$ cat src/rtl/data_mem_bridge_pkg.sv
// Shared encodings for the data-memory bridge: access sizes, FSM states and
// the default bus timeout used when BUS_TIMEOUT_EN is defined.
package data_mem_bridge_pkg;

    localparam logic [1:0] SZ_BYTE = 2'b00;
    localparam logic [1:0] SZ_HALF = 2'b01;
    localparam logic [1:0] SZ_WORD = 2'b10;

    localparam int unsigned TIMEOUT_CYC_DEF = 255;

    typedef enum logic [1:0] {
        ST_IDLE = 2'd0,
        ST_BUSY = 2'd1,
        ST_DONE = 2'd2
    } state_e;

endpackage

$ cat src/rtl/mem_lane_align.sv
// Combinational lane logic: byte enables and write replication for stores,
// lane extraction with sign/zero extension for loads, plus alignment check.
module mem_lane_align
    import data_mem_bridge_pkg::*;
(
    input  logic [1:0]  addr_lo_i,
    input  logic [1:0]  size_i,
    input  logic        sign_ext_i,
    input  logic [31:0] wdata_i,
    input  logic [31:0] rdata_i,
    output logic [3:0]  be_o,
    output logic [31:0] wdata_o,
    output logic [31:0] rdata_o,
    output logic        misalign_o
);

    logic [31:0] shifted;

    always_comb begin
        shifted    = rdata_i >> {addr_lo_i, 3'b000};
        be_o       = 4'b0000;
        wdata_o    = wdata_i;
        rdata_o    = shifted;
        misalign_o = 1'b0;
        unique case (size_i)
            SZ_BYTE: begin
                be_o    = 4'b0001 << addr_lo_i;
                wdata_o = {4{wdata_i[7:0]}};
                rdata_o = {{24{sign_ext_i & shifted[7]}}, shifted[7:0]};
            end
            SZ_HALF: begin
                be_o       = addr_lo_i[1] ? 4'b1100 : 4'b0011;
                wdata_o    = {2{wdata_i[15:0]}};
                rdata_o    = {{16{sign_ext_i & shifted[15]}}, shifted[15:0]};
                misalign_o = addr_lo_i[0];
            end
            SZ_WORD: begin
                be_o       = 4'b1111;
                misalign_o = (addr_lo_i != 2'b00);
            end
            default: begin
                misalign_o = 1'b1;
            end
        endcase
    end

endmodule

$ cat src/rtl/data_mem_bridge.sv
// Core data port to req/ack bus bridge with stall and load extension.
// Optional BUS_TIMEOUT_EN aborts a BUSY transfer after TIMEOUT_CYC cycles.
module data_mem_bridge
    import data_mem_bridge_pkg::*;
#(
    parameter int unsigned ADDR_W      = 32,
    parameter int unsigned TIMEOUT_CYC = TIMEOUT_CYC_DEF
) (
    input  logic              clk,
    input  logic              rst,
    input  logic [ADDR_W-1:0] core_addr,
    input  logic [1:0]        core_size,
    input  logic              core_sign_ext,
    input  logic              core_rd_en,
    input  logic              core_wr_en,
    input  logic [31:0]       core_wdata,
    output logic [31:0]       core_rdata,
    output logic              core_stall,
    output logic              core_err,
    output logic              bus_req,
    output logic              bus_we,
    output logic [ADDR_W-1:0] bus_addr,
    output logic [3:0]        bus_be,
    output logic [31:0]       bus_wdata,
    input  logic              bus_ack,
    input  logic              bus_err,
    input  logic [31:0]       bus_rdata
);

    state_e            state_q;
    logic              bus_req_q;
    logic              bus_we_q;
    logic [ADDR_W-1:0] bus_addr_q;
    logic [3:0]        bus_be_q;
    logic [31:0]       bus_wdata_q;
    logic [31:0]       rdata_q;
    logic              err_q;
    logic [1:0]        addr_lo_q;
    logic [1:0]        size_q;
    logic              sign_q;

    logic              req_valid;
    logic              bad_req;
    logic [1:0]        la_addr_lo;
    logic [1:0]        la_size;
    logic              la_sign;
    logic [3:0]        la_be;
    logic [31:0]       la_wdata;
    logic [31:0]       la_rdata;
    logic              la_misalign;

    // In BUSY the lane logic must see the latched access, not the live core inputs.
    always_comb begin
        la_addr_lo = core_addr[1:0];
        la_size    = core_size;
        la_sign    = core_sign_ext;
        if (state_q == ST_BUSY) begin
            la_addr_lo = addr_lo_q;
            la_size    = size_q;
            la_sign    = sign_q;
        end
    end

    mem_lane_align u_lane_align (
        .addr_lo_i  (la_addr_lo),
        .size_i     (la_size),
        .sign_ext_i (la_sign),
        .wdata_i    (core_wdata),
        .rdata_i    (bus_rdata),
        .be_o       (la_be),
        .wdata_o    (la_wdata),
        .rdata_o    (la_rdata),
        .misalign_o (la_misalign)
    );

    assign req_valid = core_rd_en | core_wr_en;
    assign bad_req   = la_misalign | (core_rd_en & core_wr_en);

    always_comb begin
        core_stall = 1'b0;
        if (rst) begin
            core_stall = (state_q == ST_BUSY) ||
                         ((state_q == ST_IDLE) && req_valid && !bad_req);
        end
    end

`ifdef BUS_TIMEOUT_EN
    logic [31:0] cnt_q;
`else
    logic unused_timeout_cfg;
    assign unused_timeout_cfg = (TIMEOUT_CYC != 0);
`endif

    always_ff @(posedge clk or negedge rst) begin
        if (!rst) begin
            state_q     <= ST_IDLE;
            bus_req_q   <= 1'b0;
            bus_we_q    <= 1'b0;
            bus_addr_q  <= '0;
            bus_be_q    <= 4'b0000;
            bus_wdata_q <= '0;
            rdata_q     <= '0;
            err_q       <= 1'b0;
            addr_lo_q   <= 2'b00;
            size_q      <= SZ_BYTE;
            sign_q      <= 1'b0;
`ifdef BUS_TIMEOUT_EN
            cnt_q       <= '0;
`endif
        end else begin
            err_q <= 1'b0;
            unique case (state_q)
                ST_IDLE: begin
                    if (req_valid) begin
                        if (bad_req) begin
                            err_q   <= 1'b1;
                            rdata_q <= '0;
                        end else begin
                            bus_req_q   <= 1'b1;
                            bus_we_q    <= core_wr_en;
                            bus_addr_q  <= {core_addr[ADDR_W-1:2], 2'b00};
                            bus_be_q    <= la_be;
                            bus_wdata_q <= la_wdata;
                            addr_lo_q   <= core_addr[1:0];
                            size_q      <= core_size;
                            sign_q      <= core_sign_ext;
                            state_q     <= ST_BUSY;
`ifdef BUS_TIMEOUT_EN
                            cnt_q       <= '0;
`endif
                        end
                    end
                end
                ST_BUSY: begin
                    if (bus_ack) begin
                        bus_req_q <= 1'b0;
                        rdata_q   <= bus_we_q ? 32'h0 : la_rdata;
                        err_q     <= bus_err;
                        state_q   <= ST_DONE;
                    end
`ifdef BUS_TIMEOUT_EN
                    else if (cnt_q + 32'd1 >= TIMEOUT_CYC) begin
                        bus_req_q <= 1'b0;
                        rdata_q   <= '0;
                        err_q     <= 1'b1;
                        state_q   <= ST_DONE;
                    end else begin
                        cnt_q <= cnt_q + 32'd1;
                    end
`endif
                end
                ST_DONE: begin
                    state_q <= ST_IDLE;
                end
                default: begin
                    state_q <= ST_IDLE;
                end
            endcase
        end
    end

    assign bus_req    = bus_req_q;
    assign bus_we     = bus_we_q;
    assign bus_addr   = bus_addr_q;
    assign bus_be     = bus_be_q;
    assign bus_wdata  = bus_wdata_q;
    assign core_rdata = rdata_q;
    assign core_err   = err_q;

endmodule
$ cat config.mk
export PLATFORM = sky130hd
export DESIGN_NAME = data_mem_bridge
export DESIGN_NICKNAME = d
export VERILOG_FILES = /design/src/rtl/data_mem_bridge_pkg.sv /design/src/rtl/mem_lane_align.sv /design/src/rtl/data_mem_bridge.sv
export SDC_FILE = /design/constraint.sdc
export NUM_CORES = 1
export LEC_CHECK = 0
export BUFFER_PORTS_ARGS = -buffer_cell sky130_fd_sc_hd__buf_2
export CAP_MARGIN = 20
export CORE_MARGIN = 5
export CORE_UTILIZATION = 25
export DETAILED_ROUTE_END_ITERATION = 8
export PLACE_DENSITY = 0.57
export SLEW_MARGIN = 20
export SYNTH_ARGS = -nofsm -noshare
export SYNTH_HDL_FRONTEND = slang
export SYNTH_SLANG_ARGS = --single-unit
$ cat constraint.sdc
create_clock -name clk -period 1.9 [get_ports clk]
set_clock_uncertainty 0.05 [all_clocks]
set_input_delay 0.38 -clock clk [delete_from_list [all_inputs] [get_ports clk]]
set_output_delay 0.38 -clock clk [all_outputs]
set_load 0.01 [all_outputs]
# After elaboration in Yosys (flattened, before gate mapping)
# Index checks and enable logic that the tools add are counted.
classes:
  eq_ne: 7
  n_shift: 2
  mux: 26
  n_bitwise: 6
  reduce_logical: 12
ops:
  columns: ["cell", "n"]
  rows:
  - ["$pmux W32 S2", 3]
  - ["$mux W32", 4]
  - ["$shr A32 B5 Y32", 1]
  - ["$pmux W4 S3", 1]
  - ["$mux W2", 5]
  - ["$mux W1", 8]
  - ["$ne A2 B2 Y1 const B", 4]
  - ["$reduce_and A4 Y1", 2]
  - ["$reduce_and A3 Y1", 2]
  - ["$eq A2 B1 Y1 const B", 2]
  - ["$logic_not A2 Y1", 2]
  - ["$mux W4", 1]
  - ["$pmux W1 S2", 2]
  - ["$pmux W2 S2", 1]
  - ["$reduce_bool A2 Y1", 2]
  - ["$shl A1 B2 Y4 const A", 1]
  - ["$and A1 B1 Y1", 3]
  - ["$pmux W1 S3", 1]
  - ["$eq A2 B2 Y1 const B", 1]
  - ["$logic_and A1 B1 Y1", 2]
  - ["$or A1 B1 Y1", 2]
  - ["$logic_not A1 Y1", 1]
  - ["$logic_or A1 B1 Y1", 1]
  - ["$not A1 Y1", 1]
totals:
  regBits: 108
  in_bits: 105
  output_inout_bits: 104

# Logic depth before layout (Yosys ltp)
logic_depth:
  ltp_word: 9
  ltp_mapped: 9
  depth_no_buf: 6

# Modules after synthesis
# Synthesis repeated with hierarchy kept, for this count alone.
hier_totals:
  cells_unflattened: 438
  area_unflattened_um2: 5675.4
modules_own_cells:
  columns: ["mod", "n_inst", "cells_per_inst", "area_each_um2", "seq_area_each_um2"]
  rows:
  - ["data_mem_bridge", 1, 257, 4299.1, 2702.6]
  - ["mem_lane_align", 1, 181, 1376.3, 0.0]

# Least setup slack after synthesis
# No wires, ideal clock.
synth_path:
  path_type: "register -> output"
  from: "reg state_q[0]"
  to: "out core_stall"
  t_arrival_ns: 1.850
  t_required_ns: 1.470
  path_slack_ns: -0.380
  path_stages_with_launch: 8
  n_path_buf: 2
  path_cell_list: "dfrtp_1 nor2b_1 buf_6 or3_4 a31oi_4 o211ai_2 clkbuf_1 a21boi_0"
synth_between:
  elab_chain_len: 9
  word_cells_on_any_way: 15
  classes_between: "3 x eq/ne; 4 x mux; 1 x bitwise; 7 x reduce/logical"
synth_rtl:
  columns: ["item", "line", "rtl"]
  rows:
  - ["start, declared", "data_mem_bridge.sv:30", "state_e state_q;"]
  - ["start signal, assigned", "data_mem_bridge.sv:96", "state_q <= ST_IDLE;"]
  - ["start signal, assigned", "data_mem_bridge.sv:127", "state_q <= ST_BUSY;"]
  - ["start signal, assigned", "data_mem_bridge.sv:139", "state_q <= ST_DONE;"]
  - ["$eq A2 B1 Y1", "data_mem_bridge.sv:57, data_mem_bridge.sv:82", null]
  - ["$mux W2", "data_mem_bridge.sv:57", "if (state_q == ST_BUSY) begin"]
  - ["$eq A2 B2 Y1, or another cell as far along", "mem_lane_align.sv:25", "unique case (size_i)"]
  - ["$pmux W1 S3", "mem_lane_align.sv:25", null]
  - ["$or A1 B1 Y1", "data_mem_bridge.sv:77", "assign bad_req = la_misalign | (core_rd_en & core_wr_en);"]
  - ["$logic_not A1 Y1", "data_mem_bridge.sv:83", "((state_q == ST_IDLE) && req_valid && !bad_req);"]
  - ["$logic_and A1 B1 Y1", "data_mem_bridge.sv:83", null]
  - ["$logic_or A1 B1 Y1 (*)", "data_mem_bridge.sv:82", "core_stall = (state_q == ST_BUSY) ||"]
  - ["$mux W1 (*)", "data_mem_bridge.sv:81", "if (rst) begin"]
  - ["end, declared", "data_mem_bridge.sv:18", "output logic core_stall,"]
# Mark *: on every way between the ends. The rest lies on a longest branch, timed or not.

# Worst setup path in the final report
layout_path:
  from: "reg state_q[1]"
  to: "out core_stall"
# The elaborated chain is that of the path after synthesis.

==> results by stage <==
Pwr:
- For this design the static power due to leakage is 4.13 nW.
- Overall power consumption after layout is estimated at 0.0135 W.
- Dividing total power by cell area gives a power density of 1670 nW/um^2.
- IR analysis of the VDD net gives a maximum drop of 0.549 mV.

Finish:
- Compared with the post-synthesis result, the final layout area differs by 52.7%.
- The share of layout cells above drive strength 1 is 55.6%.
- The number of nets at the end of the flow is 819.
- For this run, the share of the core covered by cells in the final layout is 38.7%.
- Once layout is complete, the cells apart from fillers number 997.
- The number of filler cells placed in the layout is 2066.

Synth:
- For this run, asynchronously set or reset flops after synthesis account for 100%.
- The number of cells produced by synthesis is 446.
- The portion of the post-synthesis area used by sequential elements is 51.0%.
- The count of flip-flops with a built-in enable after synthesis is 0.
- Among all flip-flop cells after synthesis, the most frequent one is sky130_fd_sc_hd__dfrtp_1.
- The synthesized netlist occupies a cell area of 5300 um^2.
- The mean cell area of the mapped netlist is 11.9 um^2.
- The Yosys step of the flow raised 0 warnings.
- The synthesized flop and latch total is 108.
- The netlist uses 45 different library cells.

Drt:
- The starting DRC count in detailed routing is 170.
- The post-detailed-routing wire length is 18.1 mm.
- The wire length per cell after detailed routing is 18.2 um.
- Once detail routing completed, the nets flagged for antenna violations numbered 0.
- The final route contains 4466 vias.
- The first TritonRoute pass finished after 4 iterations.
- The ratio of routed vias to standard cells is 4.48.
- The final routed DRC violation total is 0.

Worst hold path:
- The tightest min-delay check is of the primary input to async pin type.

Clocking:
- For this design, the sink count on the clock tree is 108.
- In this run the deepest clock path goes through 2 buffers.
- The clock-pin slew on the worst setup and hold paths is 0.08 ns.
- The number of CTS-inserted buffers is 9.
- The later-pin clock latency in the skew report is 0.35 ns.
- The CTS H-tree depth is 3.
- TritonCTS built the clock tree.
- The clock tree root buffer cell is sky130_fd_sc_hd__clkbuf_16.

Timing:
- For the pin with the worst max-slew slack, the measured transition is 0.993 ns.
- The hold violation count in the final report was 0.
- The total of endpoints with negative setup slack in the final report is 108.
- The count of final max-slew check failures is 0.
- The worst slew margin relative to its limit is 33.2%.
- On the final layout, the worst hold slack is 0.0880 ns.
- Setup total negative slack on the finished layout was measured at -44.47 ns.
- Based on the critical path, the design can be clocked at up to 0.402 GHz.
- Setup repair after global routing could not meet its margin everywhere.
- The final setup slack of the worst path is -0.589 ns.
- The period utilization is 131%.
- The post-layout minimum cycle time is 2.49 ns.

GRT:
- The number of antenna violations at the first check in global routing is 4.
- The global-route congestion overflow total is 0.
- The first global-routing pass estimated 27.6 mm of wire.
- The number of global-route vias before repair is 4704.
- The overall global routing resource usage is 14.7%.
- The maximum number of pins on one net before global-route repair is 109.

Critical path:
- The worst register-to-register path begins at state_q[1]$_DFFE_PN0P_.
- The critical path endpoint category is an output port.
- The worst-case reg-to-reg path depth is 10.
- The critical path arrival is 2.06 ns.
- The worst register-to-register path ends at bus_addr[29]$_DFFE_PN0P_.
- Setup slack on the worst reg-to-reg path comes out at -0.56 ns.
- The data required time at the worst endpoint is 1.47 ns.
- The worst setup path is of the flop to output port kind.
- Of all nets on the critical path, the largest fanout is 5.
- STA classifies the critical path startpoint as a flop.

Floorplan:
- The row count is 53.
- The floorplan step set the die width to 156 um.
- During I/O placement, the number of pins put on the boundary was 209.
- The initial utilization of the core area, before any placement, comes to 25.3%.
- The die area is 24200 um^2.
- In this run the vertical extent of the chip is 156 um.
- The region available for standard cell placement spans 21000 um^2.

Placement:
- The wire-length estimate of the detail-placed layout is 12.7 mm.
- The weighted congestion at the end of routability-driven global placement is 0.786.
- The total of buffers placed on input and output ports is 206.
- The placed instance count is 943.

Run:
- Max-cap violations in this run came to 0.

Run status:
- The flow ran to the end, but the final reports show violations.
- The final reports fail on negative setup slack.
[stage by stage]
stage / setup WS [ns] / cell area, um^2
finish: -0.589 / 8100
detailed placement: -0.437 / 7080
floorplan: -0.197 / 5430
global route: -0.657 / 8100
CTS: -0.675 / 7980
global placement: -0.407 / 7080
[cell usage in the layout, fill, tap and decap left out, drive strengths merged, types with 4 or more instances in the layout]
master   instances
a21oi           37
a221o            7
a22o             9
buf            284
bufbuf           5
clkbuf          10
clkinv           5
dfrtp          108
inv              4
mux2            55
mux2i           42
nand2           43
nor2            23
o21ai           36
o2bb2ai         17
o31ai            5
[final cells by class]
| cell class | count | area [um^2] | share of cell area [%] |
|---|---|---|---|
| multi-input combinational | 303 | 2580 | 31.9 |
| inverter | 2 | 7.51 | 0.0927 |
| timing repair buffer | 290 | 2160 | 26.7 |
| clock inverter | 7 | 71.3 | 0.880 |
| clock buffer | 9 | 225 | 2.78 |
| antenna | 3 | 7.51 | 0.0927 |
| sequential | 108 | 2700 | 33.4 |
| tap | 275 | 344 | 4.25 |
[worst max path at each step]
stage	endpoint	cells past startpoint	slack, ns	start
floorplan	bus_addr[10]$_DFFE_PN0P_	8	-0.20	state_q[0]$_DFFE_PN0P_
global placement	core_stall	7	-0.41	state_q[0]$_DFFE_PN0P_
detailed placement	core_stall	7	-0.44	state_q[0]$_DFFE_PN0P_
CTS	core_stall	8	-0.68	state_q[0]$_DFFE_PN0P_
global route	core_stall	8	-0.66	state_q[0]$_DFFE_PN0P_
finish	core_stall	7	-0.59	state_q[1]$_DFFE_PN0P_
[critical path, stage by stage (launching register included)]
cell	delay, ns
sky130_fd_sc_hd__dfrtp_1	0.43
sky130_fd_sc_hd__nand2b_4	0.19
sky130_fd_sc_hd__or3_4	0.35
sky130_fd_sc_hd__a31oi_4	0.21
sky130_fd_sc_hd__o211ai_4	0.12
sky130_fd_sc_hd__buf_12	0.14
sky130_fd_sc_hd__a21boi_4	0.15
sky130_fd_sc_hd__buf_6	0.12
[synth_stat cells (all sizes together), types with 3 or more instances]
master	count	area [um^2]
dfrtp	108	2700
mux2	55	732
nand2	43	161
mux2i	42	428
a21oi	37	185
o21ai	36	184
buf	26	195
nor2	23	86.3
o2bb2ai	17	149
a22o	9	78.8
clkbuf	8	31.3
a221o	7	70.1
o31ai	5	37.5
nor3	3	20.0
or3	3	23.8
[cells by family (layout without fill, tap and decap cells)]
family	count (synthesis)	in the layout	synth area share, %
AND/OR/NAND/NOR	80	80	6.63
buffers and inverters	36	308	4.41
flip-flops	108	108	51.0
multiplexers	97	97	21.9
AO/OA/AOI/OAI	124	124	16.1
other	1	5	0.0707
[what timing repair did]
action	in CTS	in global routing
gates cloned	12	1
setup buffers	21	5
pin swaps	9	7
setup endpoints to repair	106	108
resized for setup	35	27
hold buffers	0	0
[power breakdown]
part | switching (W) | internal [W]
clock network | 0.000982 | 0.000927
registers | 0.000567 | 0.00331
logic | 0.00348 | 0.00424
[state kept, by name (all words and copies together) (netlist names)]
register and cells:
bus_we 1, bus_wdata 32, bus_be 4, addr_lo_q 2, size_q 2, bus_req 1
core_rdata 32, bus_addr 30, state_q 2, core_err 1, sign_q 1
[per-layer routing]
metal  vias to the layer above  global-route usage (%)  wire (um)
met5                         -                       0          7
met4                         2                    4.34        334
li1                       2157                       -          -
met2                        98                    24.9       9330
met3                        22                    4.02        903
met1                      2187                    18.2       7540
(Power assumes the default switching activity.)
